==> src/rtl/lsu_mem_master_pkg.sv <==
`default_nettype none
// +------------------------------------------------------------------------+
// | lsu_mem_master_pkg: access-size encodings and FSM states shared by the  |
// | LSU initiator and its memory responder.                  Rev 1.0       |
// +------------------------------------------------------------------------+
package lsu_mem_master_pkg;

  localparam logic [1:0] SZ_BYTE = 2'b00;
  localparam logic [1:0] SZ_HALF = 2'b01;
  localparam logic [1:0] SZ_WORD = 2'b10;

  // Bit of req_type that selects zero-extension on loads.
  localparam int TYPE_UNSIGNED_BIT = 2;

  typedef enum logic [1:0] {
    ST_IDLE = 2'd0,
    ST_REQ  = 2'd1,
    ST_WAIT = 2'd2,
    ST_RESP = 2'd3
  } state_e;

  function automatic logic access_bad(input logic [1:0] size, input logic [1:0] addr_lo);
    case (size)
      SZ_BYTE: access_bad = 1'b0;
      SZ_HALF: access_bad = addr_lo[0];
      SZ_WORD: access_bad = (addr_lo != 2'b00);
      default: access_bad = 1'b1;
    endcase
  endfunction

endpackage
`default_nettype wire

==> src/rtl/lsu_lane_align.sv <==
`default_nettype none
// +------------------------------------------------------------------------+
// | lsu_lane_align: store strobe/lane replication and load lane extract    |
// | with sign/zero extension.                                Rev 1.0       |
// +------------------------------------------------------------------------+
module lsu_lane_align
  import lsu_mem_master_pkg::*;
(
  input  logic [1:0]  size_i,
  input  logic        unsigned_i,
  input  logic [1:0]  addr_lo_i,
  input  logic [31:0] wdata_i,
  input  logic [31:0] rdata_i,
  output logic [3:0]  wstrb_o,
  output logic [31:0] wdata_o,
  output logic [31:0] rdata_o
);

  logic [7:0]  byte_sel;
  logic [15:0] half_sel;

  always_comb begin
    wstrb_o  = 4'b0000;
    wdata_o  = 32'h0;
    rdata_o  = 32'h0;
    byte_sel = 8'h0;
    half_sel = addr_lo_i[1] ? rdata_i[31:16] : rdata_i[15:0];

    case (addr_lo_i)
      2'b00:   byte_sel = rdata_i[7:0];
      2'b01:   byte_sel = rdata_i[15:8];
      2'b10:   byte_sel = rdata_i[23:16];
      default: byte_sel = rdata_i[31:24];
    endcase

    case (size_i)
      SZ_BYTE: begin
        wstrb_o = 4'b0001 << addr_lo_i;
        wdata_o = {4{wdata_i[7:0]}};
        rdata_o = unsigned_i ? {24'h0, byte_sel} : {{24{byte_sel[7]}}, byte_sel};
      end
      SZ_HALF: begin
        wstrb_o = addr_lo_i[1] ? 4'b1100 : 4'b0011;
        wdata_o = {2{wdata_i[15:0]}};
        rdata_o = unsigned_i ? {16'h0, half_sel} : {{16{half_sel[15]}}, half_sel};
      end
      SZ_WORD: begin
        wstrb_o = 4'b1111;
        wdata_o = wdata_i;
        rdata_o = rdata_i;
      end
      default: begin
        wstrb_o = 4'b0000;
        wdata_o = 32'h0;
        rdata_o = 32'h0;
      end
    endcase
  end

endmodule
`default_nettype wire

==> src/rtl/lsu_mem_master.sv <==
`default_nettype none
// +------------------------------------------------------------------------+
// | lsu_mem_master: data-side load/store initiator with misalignment       |
// | detection and a bounded wait for the memory response.    Rev 1.0       |
// +------------------------------------------------------------------------+
module lsu_mem_master
  import lsu_mem_master_pkg::*;
#(
  parameter int ADDR_W  = 32,
  parameter int TIMEOUT = 64
) (
  input  logic              clk,
  input  logic              rst,
  input  logic              req_valid,
  output logic              req_ready,
  input  logic              req_wr,
  input  logic [2:0]        req_type,
  input  logic [ADDR_W-1:0] req_addr,
  input  logic [31:0]       req_wdata,
  output logic              resp_valid,
  output logic [31:0]       resp_rdata,
  output logic              resp_err,
  output logic              mem_req_valid,
  input  logic              mem_req_ready,
  output logic              mem_req_wr,
  output logic [ADDR_W-1:0] mem_req_addr,
  output logic [3:0]        mem_req_wstrb,
  output logic [31:0]       mem_req_wdata,
  input  logic              mem_resp_valid,
  input  logic [31:0]       mem_resp_rdata
);

  localparam int               CNT_W    = (TIMEOUT > 2) ? $clog2(TIMEOUT) : 1;
  // WAIT lasts TIMEOUT-1 cycles: the abort fires as the count steps to TIMEOUT-1.
  localparam logic [CNT_W-1:0] CNT_LAST = CNT_W'(TIMEOUT - 2);

  state_e            state_q, state_d;
  logic              wr_q, wr_d;
  logic [1:0]        size_q, size_d;
  logic              uns_q, uns_d;
  logic [1:0]        alo_q, alo_d;
  logic [ADDR_W-1:0] maddr_q, maddr_d;
  logic [3:0]        wstrb_q, wstrb_d;
  logic [31:0]       wdata_q, wdata_d;
  logic [31:0]       rdata_q, rdata_d;
  logic              err_q, err_d;
  logic [CNT_W-1:0]  cnt_q, cnt_d;

  logic              in_idle;
  logic [1:0]        al_size, al_alo;
  logic              al_uns;
  logic [3:0]        al_wstrb;
  logic [31:0]       al_wdata, al_rdata;

  // The aligner serves the store path while accepting and the load path afterwards.
  assign in_idle = (state_q == ST_IDLE);
  assign al_size = in_idle ? req_type[1:0] : size_q;
  assign al_uns  = in_idle ? req_type[TYPE_UNSIGNED_BIT] : uns_q;
  assign al_alo  = in_idle ? req_addr[1:0] : alo_q;

  lsu_lane_align u_align (
    .size_i     (al_size),
    .unsigned_i (al_uns),
    .addr_lo_i  (al_alo),
    .wdata_i    (req_wdata),
    .rdata_i    (mem_resp_rdata),
    .wstrb_o    (al_wstrb),
    .wdata_o    (al_wdata),
    .rdata_o    (al_rdata)
  );

  always_comb begin
    state_d = state_q;
    wr_d    = wr_q;
    size_d  = size_q;
    uns_d   = uns_q;
    alo_d   = alo_q;
    maddr_d = maddr_q;
    wstrb_d = wstrb_q;
    wdata_d = wdata_q;
    rdata_d = rdata_q;
    err_d   = err_q;
    cnt_d   = cnt_q;

    case (state_q)
      ST_IDLE: begin
        if (req_valid) begin
          wr_d    = req_wr;
          size_d  = req_type[1:0];
          uns_d   = req_type[TYPE_UNSIGNED_BIT];
          alo_d   = req_addr[1:0];
          maddr_d = {req_addr[ADDR_W-1:2], 2'b00};
          wstrb_d = req_wr ? al_wstrb : 4'b0000;
          wdata_d = req_wr ? al_wdata : 32'h0;
          rdata_d = 32'h0;
          if (access_bad(req_type[1:0], req_addr[1:0])) begin
            err_d   = 1'b1;
            state_d = ST_RESP;
          end else begin
            err_d   = 1'b0;
            state_d = ST_REQ;
          end
        end
      end
      ST_REQ: begin
        if (mem_req_ready) begin
          cnt_d   = '0;
          state_d = ST_WAIT;
        end
      end
      ST_WAIT: begin
        cnt_d = cnt_q + 1'b1;
        if (mem_resp_valid) begin
          rdata_d = wr_q ? 32'h0 : al_rdata;
          err_d   = 1'b0;
          state_d = ST_RESP;
        end else if (cnt_q == CNT_LAST) begin
          rdata_d = 32'h0;
          err_d   = 1'b1;
          state_d = ST_RESP;
        end
      end
      ST_RESP: begin
        state_d = ST_IDLE;
      end
      default: begin
        state_d = ST_IDLE;
      end
    endcase
  end

  always_ff @(posedge clk) begin
    if (rst) begin
      state_q <= ST_IDLE;
      wr_q    <= 1'b0;
      size_q  <= SZ_BYTE;
      uns_q   <= 1'b0;
      alo_q   <= 2'b00;
      maddr_q <= '0;
      wstrb_q <= 4'b0000;
      wdata_q <= 32'h0;
      rdata_q <= 32'h0;
      err_q   <= 1'b0;
      cnt_q   <= '0;
    end else begin
      state_q <= state_d;
      wr_q    <= wr_d;
      size_q  <= size_d;
      uns_q   <= uns_d;
      alo_q   <= alo_d;
      maddr_q <= maddr_d;
      wstrb_q <= wstrb_d;
      wdata_q <= wdata_d;
      rdata_q <= rdata_d;
      err_q   <= err_d;
      cnt_q   <= cnt_d;
    end
  end

  assign req_ready     = in_idle;
  assign resp_valid    = (state_q == ST_RESP);
  assign resp_rdata    = resp_valid ? rdata_q : 32'h0;
  assign resp_err      = resp_valid & err_q;
  assign mem_req_valid = (state_q == ST_REQ);
  assign mem_req_wr    = wr_q;
  assign mem_req_addr  = maddr_q;
  assign mem_req_wstrb = wstrb_q;
  assign mem_req_wdata = wdata_q;

endmodule
`default_nettype wire

==> config.mk <==
export PLATFORM = sky130hd
export DESIGN_NAME = lsu_mem_master
export DESIGN_NICKNAME = d
export VERILOG_FILES = /design/src/rtl/lsu_mem_master_pkg.sv /design/src/rtl/lsu_lane_align.sv /design/src/rtl/lsu_mem_master.sv
export SDC_FILE = /design/constraint.sdc
export NUM_CORES = 1
export LEC_CHECK = 0
export ABC_AREA = 1
export CAP_MARGIN = 20
export CELL_PAD_IN_SITES_DETAIL_PLACEMENT = 0
export CELL_PAD_IN_SITES_GLOBAL_PLACEMENT = 1
export CORE_MARGIN = 10
export CORE_UTILIZATION = 28
export CTS_CLUSTER_DIAMETER = 200
export DETAILED_ROUTE_END_ITERATION = 7
export PLACE_DENSITY = 0.88
export SYNTH_ARGS = -nofsm -noshare
export SYNTH_HDL_FRONTEND = slang
export SYNTH_SLANG_ARGS = --single-unit
export TNS_END_PERCENT = 1
==> constraint.sdc <==
create_clock -name clk -period 2.1 [get_ports clk]
set_clock_uncertainty 0.15 [all_clocks]
set_input_delay 0.21 -clock clk [delete_from_list [all_inputs] [get_ports clk]]
set_output_delay 0.21 -clock clk [all_outputs]
set_load 0.01 [all_outputs]
==> results.py <==
metrics = {
    "sta": {
        "worstMarginPinSlew_ns": 0.845,
        "fin_crit_ns": 2.06,
        "final-setup-viol-count": 0,
        "whs_ns": 0.0300,
        "rsz0062_at_grt": "true",
        "hold_viol": 0,
        "fin_ws_ns": 0.0355,
        "fin_tns_setup_ns": 0,
        "fmax_mhz": 484,
        "post-route-period-util": 0.983,
        "drv_slew": 0,
        "max_slew_margin": 0.437,
    },
    "min_path": {
        "min-delay-start": "rst",
        "holdCritPathClass": "in2reg",
    },
    "routing": {
        "viasPerCell": 4.51,
        "wire_per_inst_um": 15.5,
        "drtPass1Iterations": 5,
        "drc_errors": 0,
        "antenna_left": 0,
        "drt-total-wl_mm": 22.6,
        "via_count": 6557,
        "drt_first_iter_violations": 413,
    },
    "synthesis": {
        "synth_compound_area_frac": 0.163,
        "ys.flop_type": "dfxtp_1",
        "syn_inst": 952,
        "yosysUniqueCellTypes": 32,
        "synthAdderAreaFrac": 0.0125,
        "ys_warn_count": 0,
        "synthSimpleGateAreaFrac": 0.330,
        "synth-xor-area-share": 0,
        "synth_edf_count": 0,
        "syn_area_per_cell_um2": 6.30,
        "ys_ff_latch": 113,
        "ys_seq_area_frac": 0.377,
        "async_reset_ff_frac": 0,
        "synth_mux_area_frac": 0,
        "syn_area_mm2": 0.00599,
        "synth_top_family_by_area": "simple AND/OR/NAND/NOR gates",
    },
    "worst_setup_path": {
        "required_ns": 1.74,
        "start_kind": "flip-flop",
        "timing.rr.start": "state_q[1]$_SDFFE_PP0P_",
        "crit_type": "reg2out",
        "cp-end-kind": "primary output",
        "worstSetupStartpoint": "state_q[0]$_SDFFE_PP0P_",
        "arrival_ns": 1.70,
        "path_max_fanout": 4,
    },
    "pwr": {
        "leakage_nw": 4.19,
        "pwr-share-clk": 0.261,
        "ir_drop_uv": 824,
        "intPower_mw": 6.68,
        "switching_share": 0.410,
        "finalPower_mw": 11.3,
        "power_density_mw_per_mm2": 1230,
        "p_comb_frac": 0.503,
        "sequentialPowerShare": 0.236,
        "p_switching_mw": 4.65,
    },
    "floorplan": {
        "start_util": 0.285,
        "core.rowCount": 53,
        "die_w_um": 166,
        "io_pins": 210,
        "die_area_mm2": 0.0277,
        "dieHeight_um": 166,
        "coreArea_mm2": 0.0210,
    },
    "clocking": {
        "clock_path_buffers": 2,
        "clk_root_buffer_cell": "clkbuf_16",
        "clk_latency_ns": 0.42,
        "htree_num_levels": 4,
        "path_clk_slew_ns": 0.05,
        "cts_sinks": 113,
        "cts_inserted_buffers": 17,
        "cts_hold_buf": 0,
        "cts_tree": "built",
    },
    "grt": {
        "grt_pass1_vias": 6381,
        "antenna_found_initial": 0,
        "grt_pass1_wl_mm": 34.9,
        "grt_max_degree": 74,
        "grtUsageTotal": 0.155,
        "overflow": 0,
    },
    "placed_design": {
        "dpl.hpwl_mm": 16.5,
        "place_congestion": 0.869,
        "io_buffers": 207,
        "pre_cts_ws_ns": -0.0357,
    },
    "outcome": {
        "status": "complete, no violations",
    },
    "flow_run": {
        "drv_cap": 0,
    },
    "cells_and_area": {
        "area_growth_pct": 53.5,
        "drive_above_1_share": 0.102,
        "antennaDiodeCount": 0,
        "layout.nets": 1278,
    },
}
flip-flops by register name (all words and copies together) (netlist names):
signal	count
state_q	2
rdata_q	32
uns_q	1
err_q	1
alo_q	2
mem_req_addr	30
mem_req_wr	1
mem_req_wdata	32
mem_req_wstrb	4
size_q	2
cnt_q	6
layout by cell type (no fill, tap or decap), types with 11 or more instances in the layout:
master / n
clkdlybuf4s50_1: 171
nand3_1: 21
clkdlybuf4s15_1: 13
clkbuf_16: 17
nand2_1: 331
inv_1: 99
o21ai_0: 74
dlygate4sd2_1: 15
buf_4: 28
dfxtp_1: 113
nor2_1: 95
nand2_2: 11
a21oi_1: 88
critical path, stage by stage (launching register included):
cell,delay [ns]
dfxtp_1,0.34
buf_4,0.15
ha_4,0.21
buf_4,0.14
buf_4,0.10
nand2_2,0.06
inv_1,0.05
clkdlybuf4s15_1,0.23
logic make-up after synthesis:
family | count (synthesis)
adder cells (fa/ha/maj) | 6
other | 1
buffers and inverters | 163
flip-flops | 113
AO/OA/AOI/OAI | 188
AND/OR/NAND/NOR | 481
power groups by stage:
stage	clock, mW	combinational (mW)	sequential, mW
final	2.96	5.70	2.67
after detailed placement	0	5.30	2.71
after global placement	0	5.27	2.70
after global routing	3.12	6.35	2.71
after CTS	3.03	5.39	2.67
after floorplan	0	3.29	2.82
per-stage QoR:
step,cells,instance area (um2),utilization
after floorplan,953,6000,-
after global placement,1414,8440,0.401
after detailed placement,1414,8440,0.401
after CTS,1449,9080,0.432
after global routing,1455,9200,0.438
final,1455,9200,0.438
synthesized netlist by cell type (7+ instances only):
library cell,instances,area [um2]
a21oi_1,88,440
clkbuf_1,31,116
buf_2,11,55.1
o21ai_1,8,40.0
nand3_1,21,105
inv_1,102,383
nand2_1,335,1260
dfxtp_1,113,2260
nor2_1,95,357
inv_2,7,26.3
o211ai_1,9,67.6
o21ai_0,77,385
nand2_2,8,50.1
per-layer routing:
metal  up-vias  track usage  part of all wire
met2       175        0.260              0.48
met3        27       0.0613             0.077
met5         -            0                 0
met1      2952        0.177              0.42
li1       3403            -                 -
met4         0       0.0458             0.016
repair_timing:
item                                    in CTS  in global routing
pin swaps                                    1                  5
setup buffers                                2                  3
endpoints found under the setup margin      41                 85
gates cloned                                 1                  3
resized for setup                           54                 31
cell type report:
type	count	area, um2
sequential	113	2260
clock buffer	19	443
multi-input combinational	680	3150
inverter	110	420
clock inverter	13	161
timing repair buffer	245	2420
tap	275	344
fill	2178	11800
final timing paths:
path | cells past startpoint | slack (ns) | to
setup / recovery | 7 | 0.04 | resp_rdata[7]
hold / removal | 4 | 0.03 | err_q$_SDFFE_PP0P_
hold reg to reg | 2 | 0.30 | uns_q$_SDFFE_PP0P_
setup reg to reg | 13 | 0.13 | rdata_q[15]$_SDFFE_PP0P_
No activity file was read; power rests on OpenSTA's default activity.
